### src/rtl/mem_arb_pkg.sv
// mem_arb_pkg: shared types and helpers for the memory port arbiter.
//   tam_t        access size encoding (64/32/16/8-bit)
//   arb_state_t  arbiter FSM states
//   BE_*         base byte-enable patterns per access size (lane 0 aligned)
//   base_be()    size -> base byte enables
//   be_to_mask() byte enables -> 64-bit bit mask
package mem_arb_pkg;

  typedef enum logic [1:0] {
    TAM_D = 2'b00,
    TAM_W = 2'b01,
    TAM_H = 2'b10,
    TAM_B = 2'b11
  } tam_t;

  typedef enum logic [1:0] {
    ST_IDLE    = 2'd0,
    ST_ACCESS  = 2'd1,
    ST_RD_WAIT = 2'd2,
    ST_RESP    = 2'd3
  } arb_state_t;

  localparam logic [7:0] BE_D = 8'hFF;
  localparam logic [7:0] BE_W = 8'h0F;
  localparam logic [7:0] BE_H = 8'h03;
  localparam logic [7:0] BE_B = 8'h01;

  function automatic logic [7:0] base_be(input tam_t tam);
    logic [7:0] be;
    case (tam)
      TAM_D:   be = BE_D;
      TAM_W:   be = BE_W;
      TAM_H:   be = BE_H;
      default: be = BE_B;
    endcase
    return be;
  endfunction

  function automatic logic [63:0] be_to_mask(input logic [7:0] be);
    logic [63:0] m;
    m = '0;
    for (int i = 0; i < 8; i++) m[i*8 +: 8] = {8{be[i]}};
    return m;
  endfunction

endpackage

### src/rtl/mem_lane_align.sv
// mem_lane_align: combinational byte-lane steering for the 64-bit memory port.
//   tam        access size
//   off        address bits [2:0]
//   wdata      right-aligned store data
//   rdata      raw 64-bit memory read data
//   be         byte enables shifted into the addressed lane
//   misaligned address bits below the access size are nonzero
//   wdata_sh   store data shifted into its lane, masked to the enabled bytes
//   rdata_ex   read lane shifted down to bit 0, zero-extended
module mem_lane_align
  import mem_arb_pkg::*;
(
  input  tam_t        tam,
  input  logic [2:0]  off,
  input  logic [63:0] wdata,
  input  logic [63:0] rdata,
  output logic [7:0]  be,
  output logic        misaligned,
  output logic [63:0] wdata_sh,
  output logic [63:0] rdata_ex
);

  logic [7:0] base;
  logic [5:0] sh;

  always_comb begin
    base = base_be(tam);
    sh   = {off, 3'b000};
    be   = base << off;
    case (tam)
      TAM_D:   misaligned = (off != 3'd0);
      TAM_W:   misaligned = (off[1:0] != 2'd0);
      TAM_H:   misaligned = off[0];
      default: misaligned = 1'b0;
    endcase
    // Masking drops any stale upper bits the requester left above the size.
    wdata_sh = (wdata << sh) & be_to_mask(be);
    rdata_ex = (rdata >> sh) & be_to_mask(base);
  end

endmodule

### src/rtl/mem_arbiter.sv
// mem_arbiter: sequences the shared 64-bit memory port between instruction
// fetch and data load/store. All outputs are registered.
//   clk, reset_n                      clock, async active-low reset
//   if_req/if_addr -> if_rdata/ack/err fetch port (32-bit instruction)
//   d_req/we/tam/addr/wdata -> d_rdata/ack/err  data port
//   mem_addr/wdata/be/we, mem_rdata    memory macro port
//   busy                               FSM not in IDLE
// Build option: MEM_ARB_RR_EN selects round-robin arbitration instead of
// fixed data-over-fetch priority.
//
// state      | meaning
// -----------+-----------------------------------------------
// ST_IDLE    | samples requests, arbitrates
// ST_ACCESS  | address registered on memory pins
// ST_RD_WAIT | read latency counter running
// ST_RESP    | ack cycle
module mem_arbiter
  import mem_arb_pkg::*;
#(
  parameter int ADDR_W = 32,
  parameter int RD_LAT = 1
) (
  input  logic              clk,
  input  logic              reset_n,
  input  logic              if_req,
  input  logic [ADDR_W-1:0] if_addr,
  output logic [31:0]       if_rdata,
  output logic              if_ack,
  output logic              if_err,
  input  logic              d_req,
  input  logic              d_we,
  input  logic [1:0]        d_tam,
  input  logic [ADDR_W-1:0] d_addr,
  input  logic [63:0]       d_wdata,
  output logic [63:0]       d_rdata,
  output logic              d_ack,
  output logic              d_err,
  output logic [ADDR_W-1:0] mem_addr,
  output logic [63:0]       mem_wdata,
  output logic [7:0]        mem_be,
  output logic              mem_we,
  input  logic [63:0]       mem_rdata,
  output logic              busy
);

  localparam logic [2:0] LAT_M1 = 3'(RD_LAT - 1);

  arb_state_t state, next_state;

  logic        cur_data, cur_we;
  tam_t        cur_tam;
  logic [2:0]  cur_off;
  logic [2:0]  cnt, cnt_d;

  logic              any_req, grant_data;
  tam_t              g_tam;
  logic [ADDR_W-1:0] g_addr;

  tam_t        al_tam;
  logic [2:0]  al_off;
  logic [7:0]  al_be;
  logic        al_mis;
  logic [63:0] al_wdata, al_rdata;

  logic [ADDR_W-1:0] mem_addr_d;
  logic [63:0]       mem_wdata_d, d_rdata_d;
  logic [7:0]        mem_be_d;
  logic [31:0]       if_rdata_d;
  logic              mem_we_d, if_ack_d, if_err_d, d_ack_d, d_err_d, busy_d;

  assign any_req = d_req | if_req;

`ifdef MEM_ARB_RR_EN
  // 1 = data won the last grant, 0 = fetch; reset to fetch so a first tie goes to data.
  logic last_grant;
  assign grant_data = d_req & (~if_req | ~last_grant);

  always_ff @(posedge clk or negedge reset_n) begin
    if (!reset_n)                         last_grant <= 1'b0;
    else if (state == ST_IDLE && any_req) last_grant <= grant_data;
  end
`else
  assign grant_data = d_req;
`endif

  assign g_tam  = grant_data ? tam_t'(d_tam) : TAM_W;
  assign g_addr = grant_data ? d_addr : if_addr;

  // In IDLE the aligner sees the winning request; afterwards the latched one.
  assign al_tam = (state == ST_IDLE) ? g_tam : cur_tam;
  assign al_off = (state == ST_IDLE) ? g_addr[2:0] : cur_off;

  mem_lane_align u_align (
    .tam        (al_tam),
    .off        (al_off),
    .wdata      (d_wdata),
    .rdata      (mem_rdata),
    .be         (al_be),
    .misaligned (al_mis),
    .wdata_sh   (al_wdata),
    .rdata_ex   (al_rdata)
  );

  always_ff @(posedge clk or negedge reset_n) begin
    if (!reset_n) state <= ST_IDLE;
    else          state <= next_state;
  end

  always_comb begin
    next_state = state;
    case (state)
      ST_IDLE:    if (any_req) next_state = al_mis ? ST_RESP : ST_ACCESS;
      ST_ACCESS:  next_state = cur_we ? ST_RESP : ST_RD_WAIT;
      ST_RD_WAIT: if (cnt == 3'd0) next_state = ST_RESP;
      default:    next_state = ST_IDLE;
    endcase
  end

  always_comb begin
    mem_addr_d  = mem_addr;
    mem_wdata_d = mem_wdata;
    mem_be_d    = '0;
    mem_we_d    = 1'b0;
    if_ack_d    = 1'b0;
    if_err_d    = 1'b0;
    d_ack_d     = 1'b0;
    d_err_d     = 1'b0;
    if_rdata_d  = if_rdata;
    d_rdata_d   = d_rdata;
    cnt_d       = cnt;
    busy_d      = (next_state != ST_IDLE);
    case (state)
      ST_IDLE: begin
        if (any_req) begin
          if (al_mis) begin
            d_ack_d  = grant_data;
            d_err_d  = grant_data;
            if_ack_d = ~grant_data;
            if_err_d = ~grant_data;
          end else begin
            mem_addr_d  = {g_addr[ADDR_W-1:3], 3'b000};
            mem_be_d    = al_be;
            mem_we_d    = grant_data & d_we;
            mem_wdata_d = (grant_data & d_we) ? al_wdata : '0;
            cnt_d       = LAT_M1;
          end
        end
      end
      ST_ACCESS: if (cur_we) d_ack_d = 1'b1;
      ST_RD_WAIT: begin
        if (cnt == 3'd0) begin
          if (cur_data) begin
            d_rdata_d = al_rdata;
            d_ack_d   = 1'b1;
          end else begin
            if_rdata_d = al_rdata[31:0];
            if_ack_d   = 1'b1;
          end
        end else begin
          cnt_d = cnt - 3'd1;
        end
      end
      default: ;
    endcase
  end

  always_ff @(posedge clk or negedge reset_n) begin
    if (!reset_n) begin
      cur_data <= 1'b0;
      cur_we   <= 1'b0;
      cur_tam  <= TAM_D;
      cur_off  <= '0;
    end else if (state == ST_IDLE && any_req) begin
      cur_data <= grant_data;
      cur_we   <= grant_data & d_we;
      cur_tam  <= g_tam;
      cur_off  <= g_addr[2:0];
    end
  end

  always_ff @(posedge clk or negedge reset_n) begin
    if (!reset_n) begin
      mem_addr  <= '0;
      mem_wdata <= '0;
      mem_be    <= '0;
      mem_we    <= 1'b0;
      if_ack    <= 1'b0;
      if_err    <= 1'b0;
      d_ack     <= 1'b0;
      d_err     <= 1'b0;
      if_rdata  <= '0;
      d_rdata   <= '0;
      busy      <= 1'b0;
      cnt       <= '0;
    end else begin
      mem_addr  <= mem_addr_d;
      mem_wdata <= mem_wdata_d;
      mem_be    <= mem_be_d;
      mem_we    <= mem_we_d;
      if_ack    <= if_ack_d;
      if_err    <= if_err_d;
      d_ack     <= d_ack_d;
      d_err     <= d_err_d;
      if_rdata  <= if_rdata_d;
      d_rdata   <= d_rdata_d;
      busy      <= busy_d;
      cnt       <= cnt_d;
    end
  end

endmodule

### config.mk
export PLATFORM = sky130hd
export DESIGN_NAME = mem_arbiter
export DESIGN_NICKNAME = d
export VERILOG_FILES = /design/src/rtl/mem_arb_pkg.sv /design/src/rtl/mem_lane_align.sv /design/src/rtl/mem_arbiter.sv
export SDC_FILE = /design/constraint.sdc
export NUM_CORES = 1
export LEC_CHECK = 0
export CAP_MARGIN = 0
export CORE_ASPECT_RATIO = 1.2
export CORE_UTILIZATION = 46
export DETAILED_ROUTE_END_ITERATION = 6
export PLACE_DENSITY = 0.92
export SLEW_MARGIN = 30
export SYNTH_ARGS = -nofsm -noshare
export SYNTH_HDL_FRONTEND = slang
export SYNTH_SLANG_ARGS = --single-unit
### constraint.sdc
create_clock -name clk -period 3.1 [get_ports clk]
set_input_delay 0.31 -clock clk [delete_from_list [all_inputs] [get_ports clk]]
set_output_delay 0.31 -clock clk [all_outputs]
set_load 0.05 [all_outputs]
==> impl_results.md <==
- Yosys warns: 0
- Residual DRC: 0
- Worst VDD drop: 750 uV
- PwrDens: roughly 1100 mW/mm^2
- Yosys cell types: 61
- Maximum root-to-sink buffer count: 3
- Compound-cell area share of the yosys netlist: 18.7%
- Worst Slack Setup Final: ~340 ps
- # Post-CTS Setup Buffers: 0
- Clock Sink Count: 215
- Commonest non-fill, non-tap cell in the layout: clkdlybuf4s50_1
- FILL cells: around 1,900
- Post-synthesis xor/xnor area fraction: 0.223%
- Global-route total usage across every layer: 34.4%
- Pins Over Slew Limit: 0
- Vias in the first global route: 12,000
- Clk_skew: 9.60 ps
- Initial antenna violation count: 2
- WS Path Type: reg -> reg
- Root Driver: clkbuf_16
- Final setup vio count: 0
- Mean Syn Cell Area: 9.69 um^2
- Share of post-route cells with drive strength above 1: 8.16%
- Fin crit share: between 80% and 90%
- Hold Path Class: in -> reg
- Tmin final: 2760 ps
- Critical path peak fanout: 21
- Sequential Area: 0.00538 mm^2
- Maxcap violations: 0
- CTS H-Tree Depth: 1
- Net count, final: 1,820
- Chip width: roughly 150 um
- Largest net degree at the start of global routing: about 100
- Pleak: 7.69 nW
- Chip height: approximately 180 um
- Via count: between 10,000 and 15,000
- TritonRoute pass-1 iters: 5
- Synth Area in Adders: 0.636%
- IO Port Bufs: 401
- IO Pins: 405
- Routed WL per cell: 23.4 um
- Post-Synthesis Cells: 1,218
- Starting Density: 47.2%
- Yosys reg bits: ~220
- Post-synth EDFFs: 0
- Critical path startpoint category: flip-flop
- Crit path DAT: 3100 ps
- Remaining global-route overflow: 0
- Least-Margin Pin Slew: about 880 ps
- Mux contribution to synthesized area: 15.6%
- Final antenna-violating net count: 0
- Critical Path RT: 3440 ps
- DR iter-0 viols: 1,153
- FMAX: ~360 MHz
- Cell Count, Final, Fillers Out: around 2,000
- Vias per cell: 6.05
- Most frequent cells in the layout: clkdlybuf4s50_1, nand2_1, dfrtp_1
- Final hold violation count: 0
- TritonCTS clock tree: done
- Total Power: 0.0196 W
- Synthesized cell area: roughly 0.012 mm^2
- Dpl hpwl: 34.9 mm
- Clock Latency Late Sink: 500 ps
- Main combinational cell family by area after synthesis: compound AO/OA/AOI/OAI gates
- Place WS: 265 ps
- Worst slew margin: 41.3%
- Die ar.: 0.0263 mm^2
- Dpl cells: about 1,900
- Main synth FF type: dfrtp_1
- Multi-input logic area: 0.00591 mm^2
- Synthesized-area fraction occupied by and/or/nand/nor cells: 14.6%
- CTS Buf Count: 24
- Core area: 0.0250 mm^2
- Cell Rows: 63
- Final Wtd Congestion: 0.985
- Post-synthesis sequential area ratio: a little under half
- Clk pin slew, worst setup/hold paths: around 60 ps
- Status: finished clean
- Fraction of registers with async set/reset: 100%
- RSZ-0062 raised after global routing: false
- First-pass GRT wire length: approximately 69 mm
- P&R area growth vs syn: 45.0%
- WL final: approximately 46 mm
- Crit path capture type: flip-flop
- Post-route setup TNS: 0 ps
## final cells by class
class / count / share of cell area (%)
Sequential cell: 215 / 31.4
Clock inverter: 6 / 0.351
Inverter: 8 / 0.175
Tap cell: 325 / 2.38
Multi-Input combinational cell: 904 / 34.5
Antenna cell: 2 / 0.0292
Timing Repair Buffer: 462 / 27.0
Clock buffer: 34 / 4.15
## kinds of logic after synthesis
| group | Yosys count |
|---|---|
| DFF | 215 |
| and+or+nand+nor | 403 |
| other | 1 |
| buffers and inverters | 101 |
| muxes | 171 |
| adders and majority gates | 6 |
| AOI/OAI and AO/OA | 318 |
| xor gates and xnor gates | 3 |
## metrics by stage
step,cell area (um^2),utilization (%),hold WS [ps]
final,17100,68.5,332
after global routing,17100,68.5,346
after CTS,17100,68.4,315
after detailed placement,16300,65.3,427
after global placement,16300,65.3,420
after floorplan,11800,-,14.4
## registers in the layout, summed over array words and instances, names as in the netlist
name and cells:
if_ack 1, d_err 1, cur_we 1, mem_we 1, mem_addr 29, if_err 1, mem_wdata 64, cnt 3
state 2, mem_be 8, cur_off 3, cur_tam 2, if_rdata 32, d_ack 1, busy 1, d_rdata 64
cur_data 1
## cell usage after synthesis (all sizes together), types with 7 or more instances
library cell / number / share of area [%]
nand2: 281 / 8.9
dfrtp: 215 / 46
mux2i: 161 / 14
o21ai: 129 / 5.5
buf: 60 / 3.3
a22o: 44 / 3.3
nand3: 44 / 1.9
clkbuf: 33 / 1.0
nor2: 33 / 1.1
a32o: 24 / 2.0
a21oi: 23 / 1.1
o2bb2ai: 23 / 1.7
a22oi: 16 / 1.0
nand2b: 12 / 0.70
a31oi: 11 / 0.58
mux4: 9 / 1.7
a32oi: 8 / 0.59
inv: 8 / 0.25
o22ai: 8 / 0.42
nor2b: 7 / 0.37
nor3b: 7 / 0.45
o221ai: 7 / 0.52
## timing repair
action                                  4_1_cts  5_1_grt
hold endpoints to repair                     98        0
gates resized for setup                       0        1
hold buffers                                  1        0
endpoints found under the setup margin        0        1
## worst max-delay path, stage by stage, from the launching register on
cell	delay, ps
dfrtp_1	420
inv_1	100
ha_2	310
buf_12	180
nor2_1	90
a21oi_4	180
buf_4	320
buf_4	200
mux2i_1	270
nand2_1	90
a31oi_1	260
o21ai_0	170
## report_power, final
part | internal, W | total, W | switching, W | leakage, nW
sequential | 0.00373 | 0.00435 | 0.000621 | 2.85
clock | 0.00166 | 0.00280 | 0.00113 | 0.375
combinational | 0.00437 | 0.0124 | 0.00804 | 4.46
total | 0.00976 | 0.0196 | 0.00980 | 7.69
## path summary, 6_finish.rpt
| path | from | to | slack [ps] | cells past startpoint |
|---|---|---|---|---|
| max in group asynchronous | reset_n | mem_wdata[3] | 1740 | 3 |
| worst min-delay path | d_req | if_err | 330 | 3 |
| worst min register to register | if_rdata[7] | if_rdata[7] | 480 | 2 |
| worst max-delay path | state[0] | d_rdata[23] | 340 | 11 |
| min in group asynchronous | reset_n | if_rdata[2] | 470 | 2 |
| worst max register to register | state[0] | d_rdata[23] | 340 | 11 |
## layer usage
layer,up-vias,track usage [%],routed length [um]
met3,175,7.33,4370
met2,772,59.9,22600
met5,-,0,0
met4,0,18.7,2750
li1,5186,-,-
met1,5695,39.3,16000
No activity file was read; power rests on OpenSTA's default activity.
